===== src/rtl/kbd_pkg.sv =====
// Shared constants and types for the Kestrel-2 PS/2 keyboard port.
package kbd_pkg;

  // Bit positions inside the CPU-visible status/data word.
  localparam int KBD_VALID = 15;
  localparam int KBD_OVR   = 14;
  localparam int KBD_ERR   = 13;

  // Start + 8 data + parity + stop.
  localparam int PS2_FRAME_BITS = 11;

  // Receiver state encoding.
  typedef enum logic [1:0] {
    ST_IDLE  = 2'd0,
    ST_RECV  = 2'd1,
    ST_CHECK = 2'd2
  } rx_state_t;

endpackage : kbd_pkg


===== src/rtl/kbd_ps2io_line_filter.sv =====
// PS/2 line conditioner: 2-flop synchroniser, FILTER_LEN-sample debounce,
// and a one-cycle pulse on each filtered 1->0 transition.
module ps2_line_filter #(
  parameter int FILTER_LEN = 8
) (
  input  logic i_clk,
  input  logic i_rst_n,
  input  logic i_line,
  output logic o_filt,
  output logic o_fall
);

  localparam int CW = $clog2(FILTER_LEN + 1);

  logic [1:0]    r_sync;
  logic          r_filt;
  logic          r_fall;
  logic [CW-1:0] r_cnt;

  // Synchronise the pin and accept a new level only after FILTER_LEN agreeing samples.
  // NOTE: every register here is updated with <= so all of them see the pre-edge
  // values of each other; blocking assignments would turn r_sync into a single flop.
  always_ff @(posedge i_clk or negedge i_rst_n) begin
    if (!i_rst_n) begin
      r_sync <= 2'b11;
      r_filt <= 1'b1;
      r_fall <= 1'b0;
      r_cnt  <= '0;
    end else begin
      r_sync <= {r_sync[0], i_line};
      r_fall <= 1'b0;
      if (r_sync[1] != r_filt) begin
        if (r_cnt == CW'(FILTER_LEN - 1)) begin
          r_filt <= r_sync[1];
          r_fall <= r_filt;
          r_cnt  <= '0;
        end else begin
          r_cnt <= r_cnt + CW'(1);
        end
      end else begin
        r_cnt <= '0;
      end
    end
  end

  assign o_filt = r_filt;
  assign o_fall = r_fall;

endmodule : ps2_line_filter


===== src/rtl/kbd_ps2io.sv =====
// PS/2 keyboard receiver with scan-code FIFO, served to the J1A as a
// one-wait-state cyc/stb/ack data-bus slave.
module kbd_ps2io
  import kbd_pkg::*;
#(
  parameter int FIFO_DEPTH     = 8,
  parameter int FILTER_LEN     = 8,
  parameter int TIMEOUT_CYCLES = 50000
) (
  input  logic        sys_clk_i,
  input  logic        sys_rst_i,
  input  logic        ps2c_i,
  input  logic        ps2d_i,
  input  logic [15:0] dat_dat_i,
  output logic [15:0] dat_dat_o,
  input  logic        dat_we_i,
  input  logic        dat_cyc_i,
  input  logic        dat_stb_i,
  output logic        dat_ack_o,
  output logic        kbd_rdy_o
);

  localparam int PTR_W = $clog2(FIFO_DEPTH);
  localparam int CNT_W = PTR_W + 1;
  localparam int TO_W  = $clog2(TIMEOUT_CYCLES + 1);
  localparam int LAST_BIT = PS2_FRAME_BITS - 2;

  // ---------------------------------------------------------------- line conditioning
  logic w_ps2c_filt, w_ps2c_fall;
  logic w_ps2d_filt, w_ps2d_fall;

  ps2_line_filter #(.FILTER_LEN(FILTER_LEN)) u_filt_clk (
    .i_clk  (sys_clk_i),
    .i_rst_n(sys_rst_i),
    .i_line (ps2c_i),
    .o_filt (w_ps2c_filt),
    .o_fall (w_ps2c_fall)
  );

  ps2_line_filter #(.FILTER_LEN(FILTER_LEN)) u_filt_dat (
    .i_clk  (sys_clk_i),
    .i_rst_n(sys_rst_i),
    .i_line (ps2d_i),
    .o_filt (w_ps2d_filt),
    .o_fall (w_ps2d_fall)
  );

  // ---------------------------------------------------------------- receiver FSM
  rx_state_t       r_state;
  logic [3:0]      r_bitcnt;
  logic [9:0]      r_shift;     // {stop, parity, data[7:0]} once complete
  logic [TO_W-1:0] r_to_cnt;
  logic            r_push_req;  // one-cycle: good byte ready in r_byte
  logic [7:0]      r_byte;
  logic            r_err_evt;   // one-cycle: bad frame or timeout

  // Deframe start/data/parity/stop, validate in CHECK and abort stalled frames.
  always_ff @(posedge sys_clk_i or negedge sys_rst_i) begin
    if (!sys_rst_i) begin
      r_state    <= ST_IDLE;
      r_bitcnt   <= '0;
      r_shift    <= '0;
      r_to_cnt   <= '0;
      r_push_req <= 1'b0;
      r_byte     <= '0;
      r_err_evt  <= 1'b0;
    end else begin
      r_push_req <= 1'b0;
      r_err_evt  <= 1'b0;
      case (r_state)
        ST_IDLE: begin
          if (w_ps2c_fall && !w_ps2d_filt) begin
            r_state  <= ST_RECV;
            r_bitcnt <= '0;
            r_to_cnt <= '0;
          end
        end
        ST_RECV: begin
          if (w_ps2c_fall) begin
            r_shift  <= {w_ps2d_filt, r_shift[9:1]};
            r_to_cnt <= '0;
            if (r_bitcnt == 4'(LAST_BIT)) r_state <= ST_CHECK;
            else r_bitcnt <= r_bitcnt + 4'd1;
          end else if (r_to_cnt == TO_W'(TIMEOUT_CYCLES - 1)) begin
            r_err_evt <= 1'b1;
            r_state   <= ST_IDLE;
          end else begin
            r_to_cnt <= r_to_cnt + TO_W'(1);
          end
        end
        ST_CHECK: begin
          // Odd parity over data+parity, and the stop bit must be high.
          if ((^r_shift[8:0]) && r_shift[9]) begin
            r_push_req <= 1'b1;
            r_byte     <= r_shift[7:0];
          end else begin
            r_err_evt <= 1'b1;
          end
          r_state <= ST_IDLE;
        end
        default: r_state <= ST_IDLE;
      endcase
    end
  end

  // ---------------------------------------------------------------- bus decode
  logic r_ack;
  logic w_req, w_rd, w_wr;

  assign w_req = dat_cyc_i & dat_stb_i & ~r_ack;
  assign w_rd  = w_req & ~dat_we_i;
  assign w_wr  = w_req & dat_we_i;

  // ---------------------------------------------------------------- FIFO
  logic [7:0]       r_mem [FIFO_DEPTH];
  logic [PTR_W-1:0] r_wr_ptr, r_rd_ptr;
  logic [CNT_W-1:0] r_count, w_count_nxt;
  logic             w_empty, w_full, w_pop, w_push, w_ovr_set;

  assign w_empty   = (r_count == '0);
  assign w_full    = (r_count == CNT_W'(FIFO_DEPTH));
  assign w_pop     = w_rd & ~w_empty;
  // A pop on the same edge frees the slot, so a full FIFO still accepts the byte.
  assign w_push    = r_push_req & (~w_full | w_pop);
  assign w_ovr_set = r_push_req & w_full & ~w_pop;

  // Next occupancy from this cycle's push/pop pair.
  // NOTE: w_count_nxt gets a default before any branch so no path leaves it
  // unassigned, which would otherwise infer a latch.
  always_comb begin
    w_count_nxt = r_count;
    if (w_push && !w_pop)      w_count_nxt = r_count + CNT_W'(1);
    else if (!w_push && w_pop) w_count_nxt = r_count - CNT_W'(1);
  end

  // Scan-code storage.
  // NOTE: the array has no reset; contents are only visible through r_count,
  // which is reset, and leaving it out lets the storage map to plain RAM.
  always_ff @(posedge sys_clk_i) begin
    if (w_push) r_mem[r_wr_ptr] <= r_byte;
  end

  // Pointers, occupancy and the registered ready level.
  always_ff @(posedge sys_clk_i or negedge sys_rst_i) begin
    if (!sys_rst_i) begin
      r_wr_ptr <= '0;
      r_rd_ptr <= '0;
      r_count  <= '0;
      kbd_rdy_o <= 1'b0;
    end else begin
      if (w_push) r_wr_ptr <= r_wr_ptr + PTR_W'(1);
      if (w_pop)  r_rd_ptr <= r_rd_ptr + PTR_W'(1);
      r_count   <= w_count_nxt;
      kbd_rdy_o <= (w_count_nxt != '0);
    end
  end

  // ---------------------------------------------------------------- flags & bus
  logic r_ovr, r_err;
  logic [15:0] r_dat;

  // Sticky error flags; a set on the same edge as a write-clear wins.
  always_ff @(posedge sys_clk_i or negedge sys_rst_i) begin
    if (!sys_rst_i) begin
      r_ovr <= 1'b0;
      r_err <= 1'b0;
    end else begin
      r_ovr <= w_ovr_set | (r_ovr & ~(w_wr & dat_dat_i[KBD_OVR]));
      r_err <= r_err_evt | (r_err & ~(w_wr & dat_dat_i[KBD_ERR]));
    end
  end

  // One-wait-state ack; a read latches the status word and pops on the same edge.
  always_ff @(posedge sys_clk_i or negedge sys_rst_i) begin
    if (!sys_rst_i) begin
      r_ack <= 1'b0;
      r_dat <= '0;
    end else begin
      r_ack <= w_req;
      if (w_rd) begin
        r_dat            <= '0;
        r_dat[KBD_VALID] <= ~w_empty;
        r_dat[KBD_OVR]   <= r_ovr;
        r_dat[KBD_ERR]   <= r_err;
        r_dat[7:0]       <= w_empty ? 8'h00 : r_mem[r_rd_ptr];
      end
    end
  end

  assign dat_ack_o = r_ack;
  assign dat_dat_o = r_dat;

  // Write data bits other than the flag clears, and the unused filter outputs.
  logic w_unused;
  assign w_unused = ^{dat_dat_i[15], dat_dat_i[12:0], w_ps2c_filt, w_ps2d_fall};

endmodule : kbd_ps2io


===== config.mk =====
export PLATFORM = sky130hd
export DESIGN_NAME = kbd_ps2io
export DESIGN_NICKNAME = d
export VERILOG_FILES = /design/src/rtl/kbd_pkg.sv /design/src/rtl/kbd_ps2io_line_filter.sv /design/src/rtl/kbd_ps2io.sv
export SDC_FILE = /design/constraint.sdc
export NUM_CORES = 1
export LEC_CHECK = 0
export ABC_CLOCK_PERIOD_IN_PS = 2700
export CAP_MARGIN = 30
export CORE_AREA = 2 2 151 153
export DETAILED_ROUTE_END_ITERATION = 6
export DIE_AREA = 0 0 153 155
export PLACE_DENSITY = 0.43
export SLEW_MARGIN = 20
export SYNTH_ARGS = -nofsm -noshare
export SYNTH_HDL_FRONTEND = slang
export SYNTH_SLANG_ARGS = --single-unit

===== constraint.sdc =====
create_clock -name sys_clk_i -period 2.7 [get_ports sys_clk_i]
set_input_delay 0.405 -clock sys_clk_i [delete_from_list [all_inputs] [get_ports sys_clk_i]]
set_output_delay 0.405 -clock sys_clk_i [all_outputs]
set_load 0.01 [all_outputs]

==> results.sh <==
export IMPL_wire_per_inst_um=14.75
export IMPL_p_leak_nw=3.153
export IMPL_cts_tree="yes"
export IMPL_vdd_drop_max_v=0.0002620
export IMPL_vias=3790
export IMPL_stdcell_count=815
export IMPL_tns_ns=0
export IMPL_cts_sinks=146
export IMPL_relSlewSlack_pct=43.08
export IMPL_power_density_mw_per_mm2=728.4
export IMPL_synth_warnings=0
export IMPL_grt_usage_pct=10.88
export IMPL_seq_area_mm2=0.003981
export IMPL_seq_area_frac_synth_pct=61.37
export IMPL_post_synth_num_cell_types=65
export IMPL_drt_pass1_iterations=4
export IMPL_grt_max_degree=45
export IMPL_netlist_top_cells_area="edfxtp_1, dfrtp_1, mux4_2"
export IMPL_drc=0
export IMPL_syn_avg_cell_area_um2=13.63
export IMPL_io_pins=41
export IMPL_dieArea_mm2=0.02372
export IMPL_cts_buffer_depth=2
export IMPL_grt_ovfl_total=0
export IMPL_clock_skew_ns=0.01095
export IMPL_yosysTopAreaCell="edfxtp_1"
export IMPL_worstMarginPinSlew_ns=0.8539
export IMPL_max_freq_mhz=426.3
export IMPL_post_dp_cell_area_mm2=0.007092
export IMPL_async_flop_share_pct=56.16
export IMPL_arrival_ns=2.63
export IMPL_antenna_found_initial=0
export IMPL_multi_input_area_mm2=0.002338
export IMPL_rsz0062_at_grt="no"
export IMPL_core_mm2=0.02223
export IMPL_hold_viol=0
export IMPL_wl_mm=12.02
export IMPL_design_area_mm2=0.007709
export IMPL_gp_congestion=0.7408
export IMPL_h_tree_depth=4
export IMPL_start_util_pct=29.19
export IMPL_placed_cells=782
export IMPL_ctsResizeCount=0
export IMPL_fin_ws_ns=0.3541
export IMPL_grt_pass1_wl_mm=20.51
export IMPL_drive_gt1_share_pct=21.70
export IMPL_cp_end_kind="register"
export IMPL_diodes=0
export IMPL_grt_pass1_vias=3955
export IMPL_drtIter0Drc=179
export IMPL_pre_cts_ws_ns=0.2494
export IMPL_maxCapViolations=0
export IMPL_worstPathRequired_ns=2.98
export IMPL_syn_inst=476
export IMPL_timing_hold_ws_ns=0.3491
export IMPL_yosys_area_top_type_share_pct=29.62
export IMPL_die_x_um=153
export IMPL_cts_buffers=17
export IMPL_synth_top_flop_cell="dfrtp_1"
export IMPL_synth_commonest_cells="dfrtp_1, edfxtp_1, nand2_1"
export IMPL_cts_setup_buffers=0
export IMPL_period_share_pct=86.89
export IMPL_drv_slew=0
export IMPL_vias_per_cell=4.650
export IMPL_fin_nets=552
export IMPL_yosysMostFrequentCell="dfrtp_1"
export IMPL_clk_pin_slew_ns=0.06
export IMPL_cp_start_kind="register"
export IMPL_finalPower_mw=5.615
export IMPL_fin_crit_ns=2.346
export IMPL_ys_ff_latch=146
export IMPL_status="complete, no violations"
export IMPL_ant_nets=0
export IMPL_fillers=2172
export IMPL_cts_root_buf="clkbuf_16"
export IMPL_setup_viol=0
export IMPL_worstSetupPathType="reg -> reg"
export IMPL_rows=55
export IMPL_critPathMaxFanout=18
export IMPL_min_path_type="reg -> reg"
export IMPL_synth_edf_count=64
export IMPL_die_h_um=155
export IMPL_clk_latency_ns=0.42
export IMPL_syn_area_mm2=0.006487
export IMPL_post_dp_hpwl_mm=8.159
export IMPL_area_delta_synth_final_pct=18.82
export IMPL_port_buffer_count=21
export IMPL_fin_util_pct=34.68
final cells by class:
type                    instances  share of cell area (%)
clock buffers                  20                   6.346
well taps                     285                   4.626
inverters                      12                  0.5843
flip-flops and latches        146                   51.65
repair buffers                 42                   4.934
multi-input cells             298                   30.34
clock inverters                12                   1.526
flip-flops by register name, summed over array words and instances, names as in the netlist, 4 cells and up:
| name | flops |
|---|---|
| r_count | 4 |
| dat_dat_o | 11 |
| u_filt_clk.r_cnt | 4 |
| r_mem | 64 |
| r_to_cnt | 16 |
| r_byte | 8 |
| r_shift | 10 |
| u_filt_dat.r_cnt | 4 |
| r_bitcnt | 4 |
cells by family (layout without fill, tap and decap cells):
| kind of cell | count (synthesis) | in the layout | synth area share [%] |
|---|---|---|---|
| multiplexers | 49 | 49 | 11.15 |
| AO/OA/AOI/OAI | 84 | 84 | 9.373 |
| adder cells (fa/ha/maj) | 13 | 13 | 2.469 |
| XOR/XNOR | 17 | 17 | 2.507 |
| other | 1 | 5 | 0.05780 |
| AND/OR/NAND/NOR | 130 | 130 | 10.26 |
| buffers and inverters | 36 | 86 | 2.816 |
| flip-flops | 146 | 146 | 61.37 |
cell usage in the layout (no fill, tap or decap), types with 3 or more instances in the layout:
cell type and n:
nand3_1 12, nor2b_1 3, nor3_1 9, nand2_1 40, clkbuf_16 19, nand2b_1 9, dfstp_2 6, clkinvlp_4 4
inv_6 3, xnor2_1 12, conb_1 5, inv_1 12, mux4_2 16, a21oi_1 10, mux2_2 22, nor4_1 4
ha_1 12, clkdlybuf4s50_1 20, nand4_1 6, o31ai_4 4, buf_4 20, o21a_1 3, edfxtp_1 64, nor3b_1 3
mux2i_1 10, nand3b_1 3, nor2_1 26, dfrtp_1 76, clkinv_4 3, a31oi_1 4, o21ai_2 5, xor2_1 4
o31ai_1 4, o21ai_0 35
worst max-delay path, stage by stage (launching register included):
cell	delay (ns)
dfrtp_1	0.45
or4_1	0.57
nor4_4	0.21
a21o_4	0.27
or2_1	0.36
buf_4	0.27
o31ai_4	0.08
worst paths after layout:
path                                                      from                             end  slack, ns  cells after the start
min in group asynchronous                            sys_rst_i        dat_dat_o[5]$_DFFE_PN0P_       0.51                      2
worst max-delay path                   r_to_cnt[5]$_DFFE_PN0P_        r_to_cnt[13]$_DFFE_PN0P_       0.35                      6
worst min-delay path            u_filt_clk.r_sync[0]$_DFF_PN1_  u_filt_clk.r_sync[1]$_DFF_PN1_       0.35                      0
worst max register to register         r_to_cnt[5]$_DFFE_PN0P_        r_to_cnt[13]$_DFFE_PN0P_       0.35                      6
max in group asynchronous                            sys_rst_i  u_filt_clk.r_sync[0]$_DFF_PN1_       1.47                      3
worst min register to register  u_filt_clk.r_sync[0]$_DFF_PN1_  u_filt_clk.r_sync[1]$_DFF_PN1_       0.35                      0
power by group:
| part | switching (mW) | internal [mW] |
|---|---|---|
| registers | 0.197 | 2.43 |
| clock network | 0.935 | 1.41 |
| logic | 0.307 | 0.337 |
timing repair:
| action | in CTS | in global routing |
|---|---|---|
| hold endpoints to repair | 27 | 0 |
| hold buffers | 1 | 0 |
| endpoints found under the setup margin | 0 | 0 |
per-layer routing:
layer,vias to the layer above,share of wire [%],GRT usage (%)
met5,-,0,0
met1,1885,48,13.95
met2,62,48,17.79
li1,1835,-,-
met4,0,0.91,3.968
met3,8,3.0,2.925
Power figures use the tool's default switching activity.
